## src/rtl/vga_rect_painter_if.sv

```systemverilog
// Pixel-side bus between the VGA timing source, the configuration writer and the rectangle painter.
// The master drives timing and configuration; the slave returns RGB.
interface vga_rect_painter_if #(
    parameter int R_W = 5,
    parameter int G_W = 6,
    parameter int B_W = 5
);
    logic           Ready_Sig;
    logic [10:0]    Column_Addr_Sig;
    logic [9:0]     Row_Addr_Sig;
    logic           Frame_Tick;
    logic           Cfg_We;
    logic [2:0]     Cfg_Idx;
    logic [2:0]     Cfg_Field;
    logic [15:0]    Cfg_Data;
    logic [R_W-1:0] Red_Sig;
    logic [G_W-1:0] Green_Sig;
    logic [B_W-1:0] Blue_Sig;

    modport master (
        output Ready_Sig, Column_Addr_Sig, Row_Addr_Sig, Frame_Tick,
        output Cfg_We, Cfg_Idx, Cfg_Field, Cfg_Data,
        input  Red_Sig, Green_Sig, Blue_Sig
    );

    modport slave (
        input  Ready_Sig, Column_Addr_Sig, Row_Addr_Sig, Frame_Tick,
        input  Cfg_We, Cfg_Idx, Cfg_Field, Cfg_Data,
        output Red_Sig, Green_Sig, Blue_Sig
    );
endinterface

```

## src/rtl/vga_rect_painter.sv

```systemverilog
// Paints up to N_RECT solid rectangles over a background colour.
// Configuration is staged and swapped into the active set on each Frame_Tick.
module vga_rect_painter #(
    parameter int N_RECT       = 4,
    parameter int R_W          = 5,
    parameter int G_W          = 6,
    parameter int B_W          = 5,
    parameter int BLINK_FRAMES = 30
) (
    input logic              CLK,
    input logic              RST_n,
    vga_rect_painter_if.slave bus
);
    localparam int C_W = R_W + G_W + B_W;
    localparam int CW  = (BLINK_FRAMES > 1) ? $clog2(BLINK_FRAMES) : 1;

    typedef struct packed {
        logic [10:0]    x0;
        logic [9:0]     y0;
        logic [10:0]    x1;
        logic [9:0]     y1;
        logic [C_W-1:0] col;
        logic           en;
        logic           blk;
    } rect_t;

    rect_t [N_RECT-1:0] stg_q, act_q;
    logic [C_W-1:0]     bg_stg_q, bg_act_q;
    logic [CW-1:0]      blk_cnt_q;
    logic               phase_q;
    logic [N_RECT-1:0]  vis;
    logic [C_W-1:0]     col_d, col_q;
    logic               rdy_q;

    // Staging registers: the index compare filters out-of-range rectangles implicitly.
    always_ff @(posedge CLK or negedge RST_n) begin
        if (!RST_n) begin
            stg_q    <= '0;
            bg_stg_q <= '0;
        end else if (bus.Cfg_We) begin
            for (int i = 0; i < N_RECT; i++) begin
                if (bus.Cfg_Idx == 3'(i)) begin
                    case (bus.Cfg_Field)
                        3'd0: stg_q[i].x0  <= bus.Cfg_Data[10:0];
                        3'd1: stg_q[i].y0  <= bus.Cfg_Data[9:0];
                        3'd2: stg_q[i].x1  <= bus.Cfg_Data[10:0];
                        3'd3: stg_q[i].y1  <= bus.Cfg_Data[9:0];
                        3'd4: stg_q[i].col <= bus.Cfg_Data[C_W-1:0];
                        3'd5: begin
                            stg_q[i].en  <= bus.Cfg_Data[0];
                            stg_q[i].blk <= bus.Cfg_Data[1];
                        end
                        default: ;
                    endcase
                end
            end
            if ({1'b0, bus.Cfg_Idx} == 4'(N_RECT) && bus.Cfg_Field == 3'd4)
                bg_stg_q <= bus.Cfg_Data[C_W-1:0];
        end
    end

    // Frame swap and blink phase; the copy sees staging values from before any same-cycle write.
    always_ff @(posedge CLK or negedge RST_n) begin
        if (!RST_n) begin
            act_q     <= '0;
            bg_act_q  <= '0;
            blk_cnt_q <= '0;
            phase_q   <= 1'b0;
        end else if (bus.Frame_Tick) begin
            act_q    <= stg_q;
            bg_act_q <= bg_stg_q;
            if (blk_cnt_q == CW'(BLINK_FRAMES - 1)) begin
                blk_cnt_q <= '0;
                phase_q   <= ~phase_q;
            end else begin
                blk_cnt_q <= blk_cnt_q + 1'b1;
            end
        end
    end

    for (genvar g = 0; g < N_RECT; g++) begin : g_rect
        assign vis[g] = (bus.Column_Addr_Sig >= act_q[g].x0) && (bus.Column_Addr_Sig < act_q[g].x1) &&
                        (bus.Row_Addr_Sig >= act_q[g].y0) && (bus.Row_Addr_Sig < act_q[g].y1) &&
                        act_q[g].en && !(act_q[g].blk && phase_q);
    end

    // Walk from highest index down so the lowest visible index wins.
    always_comb begin
        col_d = bg_act_q;
        for (int i = N_RECT - 1; i >= 0; i--)
            if (vis[i]) col_d = act_q[i].col;
    end

    always_ff @(posedge CLK or negedge RST_n) begin
        if (!RST_n) begin
            rdy_q <= 1'b0;
            col_q <= '0;
        end else begin
            rdy_q <= bus.Ready_Sig;
            col_q <= col_d;
        end
    end

    assign bus.Red_Sig   = rdy_q ? col_q[C_W-1 -: R_W]       : '0;
    assign bus.Green_Sig = rdy_q ? col_q[G_W+B_W-1 -: G_W]   : '0;
    assign bus.Blue_Sig  = rdy_q ? col_q[B_W-1:0]            : '0;
endmodule

```

## src/flat_wrapper.sv

```systemverilog
// flat-port wrapper written by rule: the top's interface ports become plain ports
module vga_rect_painter_flat 
#(
    parameter int N_RECT       = 4,
    parameter int R_W          = 5,
    parameter int G_W          = 6,
    parameter int B_W          = 5,
    parameter int BLINK_FRAMES = 30
)
  (CLK, RST_n, bus_Ready_Sig, bus_Column_Addr_Sig, bus_Row_Addr_Sig, bus_Frame_Tick, bus_Cfg_We, bus_Cfg_Idx, bus_Cfg_Field, bus_Cfg_Data, bus_Red_Sig, bus_Green_Sig, bus_Blue_Sig);
  vga_rect_painter_if #(.R_W(R_W), .G_W(G_W), .B_W(B_W)) bus_i ();
  input logic CLK;
  input logic RST_n;
  input wire logic [$bits(bus_i.Ready_Sig)-1:0] bus_Ready_Sig;
  input wire logic [$bits(bus_i.Column_Addr_Sig)-1:0] bus_Column_Addr_Sig;
  input wire logic [$bits(bus_i.Row_Addr_Sig)-1:0] bus_Row_Addr_Sig;
  input wire logic [$bits(bus_i.Frame_Tick)-1:0] bus_Frame_Tick;
  input wire logic [$bits(bus_i.Cfg_We)-1:0] bus_Cfg_We;
  input wire logic [$bits(bus_i.Cfg_Idx)-1:0] bus_Cfg_Idx;
  input wire logic [$bits(bus_i.Cfg_Field)-1:0] bus_Cfg_Field;
  input wire logic [$bits(bus_i.Cfg_Data)-1:0] bus_Cfg_Data;
  output wire logic [$bits(bus_i.Red_Sig)-1:0] bus_Red_Sig;
  output wire logic [$bits(bus_i.Green_Sig)-1:0] bus_Green_Sig;
  output wire logic [$bits(bus_i.Blue_Sig)-1:0] bus_Blue_Sig;
  assign bus_i.Ready_Sig = bus_Ready_Sig;
  assign bus_i.Column_Addr_Sig = bus_Column_Addr_Sig;
  assign bus_i.Row_Addr_Sig = bus_Row_Addr_Sig;
  assign bus_i.Frame_Tick = bus_Frame_Tick;
  assign bus_i.Cfg_We = bus_Cfg_We;
  assign bus_i.Cfg_Idx = bus_Cfg_Idx;
  assign bus_i.Cfg_Field = bus_Cfg_Field;
  assign bus_i.Cfg_Data = bus_Cfg_Data;
  assign bus_Red_Sig = bus_i.Red_Sig;
  assign bus_Green_Sig = bus_i.Green_Sig;
  assign bus_Blue_Sig = bus_i.Blue_Sig;
  vga_rect_painter #(.N_RECT(N_RECT), .R_W(R_W), .G_W(G_W), .B_W(B_W), .BLINK_FRAMES(BLINK_FRAMES)) u_core (.CLK(CLK), .RST_n(RST_n), .bus(bus_i));
endmodule
```

## config.mk

```make
export PLATFORM = sky130hd
export DESIGN_NAME = vga_rect_painter_flat
export DESIGN_NICKNAME = d
export VERILOG_FILES = /design/src/rtl/vga_rect_painter_if.sv /design/src/rtl/vga_rect_painter.sv /design/src/flat_wrapper.sv
export SDC_FILE = /design/constraint.sdc
export NUM_CORES = 1
export LEC_CHECK = 0
export ABC_AREA = 1
export CAP_MARGIN = 20
export CORE_MARGIN = 8
export CORE_UTILIZATION = 45
export DETAILED_ROUTE_END_ITERATION = 7
export DONT_BUFFER_PORTS = 1
export GPL_ROUTABILITY_DRIVEN = 0
export PLACE_DENSITY = 0.62
export SYNTH_ARGS = -nofsm -noshare
export SYNTH_HDL_FRONTEND = slang
export SYNTH_SLANG_ARGS = --single-unit
```

## constraint.sdc

```tcl
create_clock -name CLK -period 1.68 [get_ports CLK]
set_input_delay 0.168 -clock CLK [delete_from_list [all_inputs] [get_ports CLK]]
set_output_delay 0.168 -clock CLK [all_outputs]
set_load 0.02 [all_outputs]
```

==> Yosys cells after proc, flatten, opt, wreduce, memory -nomap -nowiden <==
Index checks and enable logic that the tools add are counted.
{ "word_totals": {"inputBits": 48, "wordCells": 155, "ff_bits": 535, "out_inout_bits": 16} }
{ "classes": {"mux": 8, "eq_ne": 10, "n_addsub": 1, "n_reduce_logical": 57, "bitwise_logic": 1, "order_cmp": 16} }
{ "op_table": {"columns": ["op", "n"], "rows": [
  ["3-bit AND reduction", 24],
  ["16-bit two-way mux", 4],
  ["11-bit greater-or-equal comparator", 4],
  ["11-bit less-than comparator", 4],
  ["10-bit greater-or-equal comparator", 4],
  ["10-bit less-than comparator", 4],
  ["1-bit logical AND", 25],
  ["5-bit two-way mux", 3],
  ["3-bit by 2-bit equality test with 1-bit output (second input constant)", 4],
  ["3-bit equality test (second input constant)", 3],
  ["3-bit by 1-bit equality test with 1-bit output (second input constant)", 2],
  ["3-bit zero test", 2],
  ["6-bit two-way mux", 1],
  ["5-bit by 1-bit adder with 5-bit output (second input constant)", 1],
  ["5-bit equality test (second input constant)", 1],
  ["1-bit zero test", 4],
  ["2-bit AND reduction", 2],
  ["1-bit NOT", 1]
]} }

==> Longest topological paths before layout <==
{ "depth": {"word_depth": 10, "depth_mapped": 18, "depth_no_buf": 17} }

==> Worst setup path before layout <==
Ideal clock, no wire load.
{ "synth_timing": {"path_kind": "register -> register", "start": "register u_core.act_q[156] (netlist name)", "end": "register u_core.col_q[10]", "setup_ps": 120, "stages_incl_launch_ff": 16, "path_buffers": 1, "t_arrival_ps": 1742, "required_time_ps": 1560, "synth_period_minus_slack_ps": 1863, "slack_ps": -183, "cell_sequence": "dfrtp_1 inv_1 ha_1 nand2_1 inv_1 o21ai_2 nand2_1 a21oi_2 nand2_2 nor2_8 nand3_2 buf_8 nand2_1 nand2_1 nand2_1 a21oi_2"} }
{ "synth_via": {"elab_chain_len": 9} }
{ "synth_rtl": {"columns": ["item", "line", "rtl"], "rows": [
  ["start: declaration", "vga_rect_painter.sv:27", "rect_t [N_RECT-1:0] stg_q, act_q;"],
  ["start signal: assignment", "vga_rect_painter.sv:70", "act_q <= stg_q;"],
  ["11-bit less-than comparator", "vga_rect_painter.sv:82", "assign vis[g] = (bus.Column_Addr_Sig >= act_q[g].x0) && (bus.Column_Addr_Sig < act_q[g].x1) &&"],
  ["1-bit logical AND (2 in a row)", "vga_rect_painter.sv:82", null],
  ["1-bit logical AND (2 in a row)", "vga_rect_painter.sv:83", "(bus.Row_Addr_Sig >= act_q[g].y0) && (bus.Row_Addr_Sig < act_q[g].y1) &&"],
  ["1-bit logical AND", "vga_rect_painter.sv:84", "act_q[g].en && !(act_q[g].blk && phase_q);"],
  ["16-bit two-way mux (3 in a row)", "vga_rect_painter.sv:91", "if (vis[i]) col_d = act_q[i].col;"],
  ["via u_core.col_d[10]", "vga_rect_painter.sv:32", "logic [C_W-1:0] col_d, col_q;"],
  ["end signal: assignment", "vga_rect_painter.sv:100", "col_q <= col_d;"],
  ["end: declaration", "vga_rect_painter.sv:32", null]
]} }
The timed path passes the listed nets, and every way through them passes these cells.
A chain may end at the register's enable or synchronous reset.

==> Final worst setup path <==
{ "layout_timing": {"start": "register u_core.act_q[48] (netlist name)", "end": "register u_core.col_q[13]"} }
{ "layout_via": {"elab_chain_len": 6} }
{ "layout_rtl": {"columns": ["item", "line"], "rows": [
  ["10-bit greater-or-equal comparator", "vga_rect_painter.sv:83"],
  ["1-bit logical AND", "vga_rect_painter.sv:82"],
  ["1-bit logical AND (2 in a row)", "vga_rect_painter.sv:83"],
  ["1-bit logical AND", "vga_rect_painter.sv:84"],
  ["16-bit two-way mux", "vga_rect_painter.sv:91"],
  ["via u_core.col_d[13]", "vga_rect_painter.sv:32"]
]} }
The timed path passes the listed nets, and every way through them passes these cells.

==> qor.txt <==
Nets = 3314
First-pass GRT wire length = 107000 um
Share of post-route cells with drive strength above 1 = 13.2%
Register area share after synthesis = 54.6%
Max Clock Freq = 0.452 GHz
Syn_area_per_cell = 8.73 um2
Die Wd = 249 um
Cts hold-fix bufs = 205
HP Class = input pin to async pin
Final Cell Area = 30600 um2
Critical Path RT = 2.21 ns
#FFs+latches synth = 535
CTS clk-pin slew, worst paths = 0.06 ns
Antenna Nets Post-Route = 0
Crit path arrival time = 2.74 ns
Die area = 62200 um2
Worst-case clock skew = 0.0176 ns
Crit path max fanout = 8
RSZ-0062 raised after global routing = true
Drt first pass iters = 5
YS warnings = 0
Critical Setup Path Class = register to register
Root Buffer = clkbuf_16
Chip height = 249 um
Starting Density = 45.5%
P&R area growth vs syn = 25.0%
Setup TNS = -8.10 ns
H-tree Lvls = 2
Drt wl/cell = 17.3 um
Yosys top cell by area = dfrtp_1
Global route hottest layer = met2
Mapped Cells = 2806
Initial antenna violation count = 0
Status = finished with violations
Fraction of registers with async set/reset = 100%
Via count of the routed design = 19700
Worst setup EP type = register
Post-synth EDFFs = 0
Layout Utilization = 56.9%
Clk Latency, worst-skew pair = 0.61 ns
Pin count of the biggest net entering global routing = 536
GR Layer Usage met3 = 3.72%
Met2 track demand over resource = 35.8%
Static Leak = 15.1 nW
CTS tree = built
Residual DRC = 0
Post-layout min period = 2.21 ns
Synth top area share = 54.6%
Max Buffers Root-to-Sink = 3
Max VDD drop = 0.728 mV
Synth unique cells = 41
Area contributors post-synth = dfrtp_1 55%, nand2_1 15%, ha_1 8.3%
Total GRT Usage = 21.3%
Max_slew headroom = -13.0%
Top_reg_cell synth = dfrtp_1
Number of global-route vias before repair = 19700
Total of max-cap violations = 0
Fin. max-slew vios = 217
Final Hold Viols = 535
Standard-cell rows = 85
Placed cell area = 26100 um2
Final worst setup slack = -0.530 ns
Total CTS buffers = 55
Syn nets = 3016
M1 GR Usage = 27.5%
DP HPWL = 37400 um
Startpoint Class = register
Core area = 53800 um2
Failing checks = hold timing, slew limit, setup timing
Hold WS = -0.730 ns
Fin crit share = 132%
IO Port Bufs = 0
Cell Area, Synth = 24500 um2
Initial DRC count = 1689
Total clock sinks = 535
Final setup viols = 16
Worst Tran Pin Value = 1.70 ns
PD cells = 1080 nW/um2
Routed Wire Length = 66400 um
I/O pin cnt = 64
Routed vias/inst = 5.12
Grt total ovfl = 0
-- registers in the layout (all words and copies together) (netlist names) --
register,flops
u_core.col_q,16
u_core.blk_cnt_q,5
u_core.stg_q,240
u_core.rdy_q,1
u_core.phase_q,1
u_core.bg_act_q,16
u_core.act_q,240
u_core.bg_stg_q,16
-- per-layer routing --
layer | vias up | routed length, um | share of wire, %
li1 | 9575 | - | -
met1 | 9519 | 28800 | 43
met2 | 440 | 32000 | 48
met3 | 139 | 3370 | 5.1
met4 | 0 | 2290 | 3.4
met5 | - | 0 | 0
-- layout make-up --
| type | instances | area (um2) |
|---|---|---|
| Fill cell | 4709 | 23200 |
| Sequential cell | 535 | 13400 |
| Multi-Input combinational cell | 1880 | 10200 |
| Timing Repair Buffer | 379 | 3590 |
| Clock buffer | 87 | 1620 |
| Inverter | 253 | 950 |
| Tap cell | 696 | 871 |
| Clock inverter | 9 | 45.0 |
| Antenna cell | 1 | 2.50 |
-- stage by stage --
step	hold WS (ns)	worst slack, ns	power, mW	cells
finish	-0.730	-0.530	33.2	3840
global route	-0.772	-0.629	34.9	3839
CTS	-0.754	-0.460	33.2	3835
detailed placement	-0.102	-0.567	20.5	3519
global placement	-0.0991	-0.502	20.2	3519
floorplan	-0.128	-0.151	18.8	2806
-- logic make-up after synthesis --
group / count (synthesis) / synth area share (%)
flip-flops: 535 / 54.6
adder cells (fa/ha/maj): 162 / 8.27
AO/OA/AOI/OAI: 524 / 11.1
buffers and inverters: 393 / 6.31
XOR/XNOR: 4 / 0.143
AND/OR/NAND/NOR: 1188 / 19.5
-- cells in the final DEF, fill, tap and decap left out, types with 3 or more instances in the layout --
master         synthesis  final
nand2_1              997    952
dfrtp_1              535    534
o21ai_0              361    359
inv_1                244    227
dlygate4sd3_1          0    204
buf_4                  2    153
ha_1                 162    144
o21ai_1               66     68
nor2_1                78     63
clkbuf_16              0     57
a21oi_1               61     52
nand4_1               48     48
nand2_2                5     46
inv_2                  9     26
nand3_1               36     22
a21oi_2               14     22
clkbuf_1             125     22
ha_4                   0     18
nand3_2                4     16
nor2_2                 1     13
buf_12                 1     12
o21a_1                 9      9
clkinv_2               0      9
clkbuf_8               0      8
buf_6                  2      7
nand2_4                2      5
nor3_2                 4      5
nor2_4                 1      5
a21o_1                 4      4
nor3_1                 5      4
nand3_4                1      3
o211ai_1               3      3
xor2_1                 3      3
buf_16                 0      3
-- what timing repair did --
| item | CTS | global route |
|---|---|---|
| pin swaps | 31 | 42 |
| endpoints found under the hold margin | 834 | 535 |
| cloned | 5 | 0 |
| buffers inserted | 10 | 4 |
| resized for setup | 69 | 73 |
| setup endpoints to repair | 24 | 34 |
-- Yosys cell counts (3+ instances only) --
master      n
o21a_1      9
buf_2       7
o21ai_0   361
dfrtp_1   535
inv_2       9
nand3_1    36
a21oi_2    14
nor3_2      4
a21o_1      4
nor3_1      5
o211ai_1    3
inv_1     244
o21ai_1    66
xor2_1      3
a21oi_1    61
clkbuf_1  125
nand2_1   997
nand4_1    48
nor2_1     78
ha_1      162
nand3_2     4
nand2_2     5
-- worst max-delay path, stage by stage (launching register included) --
cell and delay [ns]:
dfrtp_1 0.34, inv_2 0.05, ha_4 0.27, nand2_2 0.08, a21oi_1 0.18, nor2_2 0.06
nand4_1 0.17, nand3_2 0.17, nor2_4 0.20, nand3_4 0.18, buf_12 0.20, nand2_1 0.06
inv_1 0.04, a21oi_2 0.13
-- final timing paths --
| check | start | slack (ns) | to | cells past startpoint |
|---|---|---|---|---|
| max | u_core.act_q[48] | -0.53 | u_core.col_q[13] | 13 |
| min | RST_n | -0.73 | u_core.act_q[54] | 0 |
| max reg2reg | u_core.act_q[48] | -0.53 | u_core.col_q[13] | 13 |
| min reg2reg | u_core.act_q[208] | 0.47 | u_core.act_q[208] | 2 |
| max in group asynchronous | RST_n | 1.05 | u_core.act_q[219] | 0 |
| min in group CLK | bus_Frame_Tick | 0.05 | u_core.act_q[211] | 3 |
-- power by group --
group	total [mW]	switching [mW]	internal, mW
registers	15.6	0.919	14.6
clock network	11.6	5.01	6.55
logic	6.09	3.06	3.03
(Power assumes the default switching activity.)
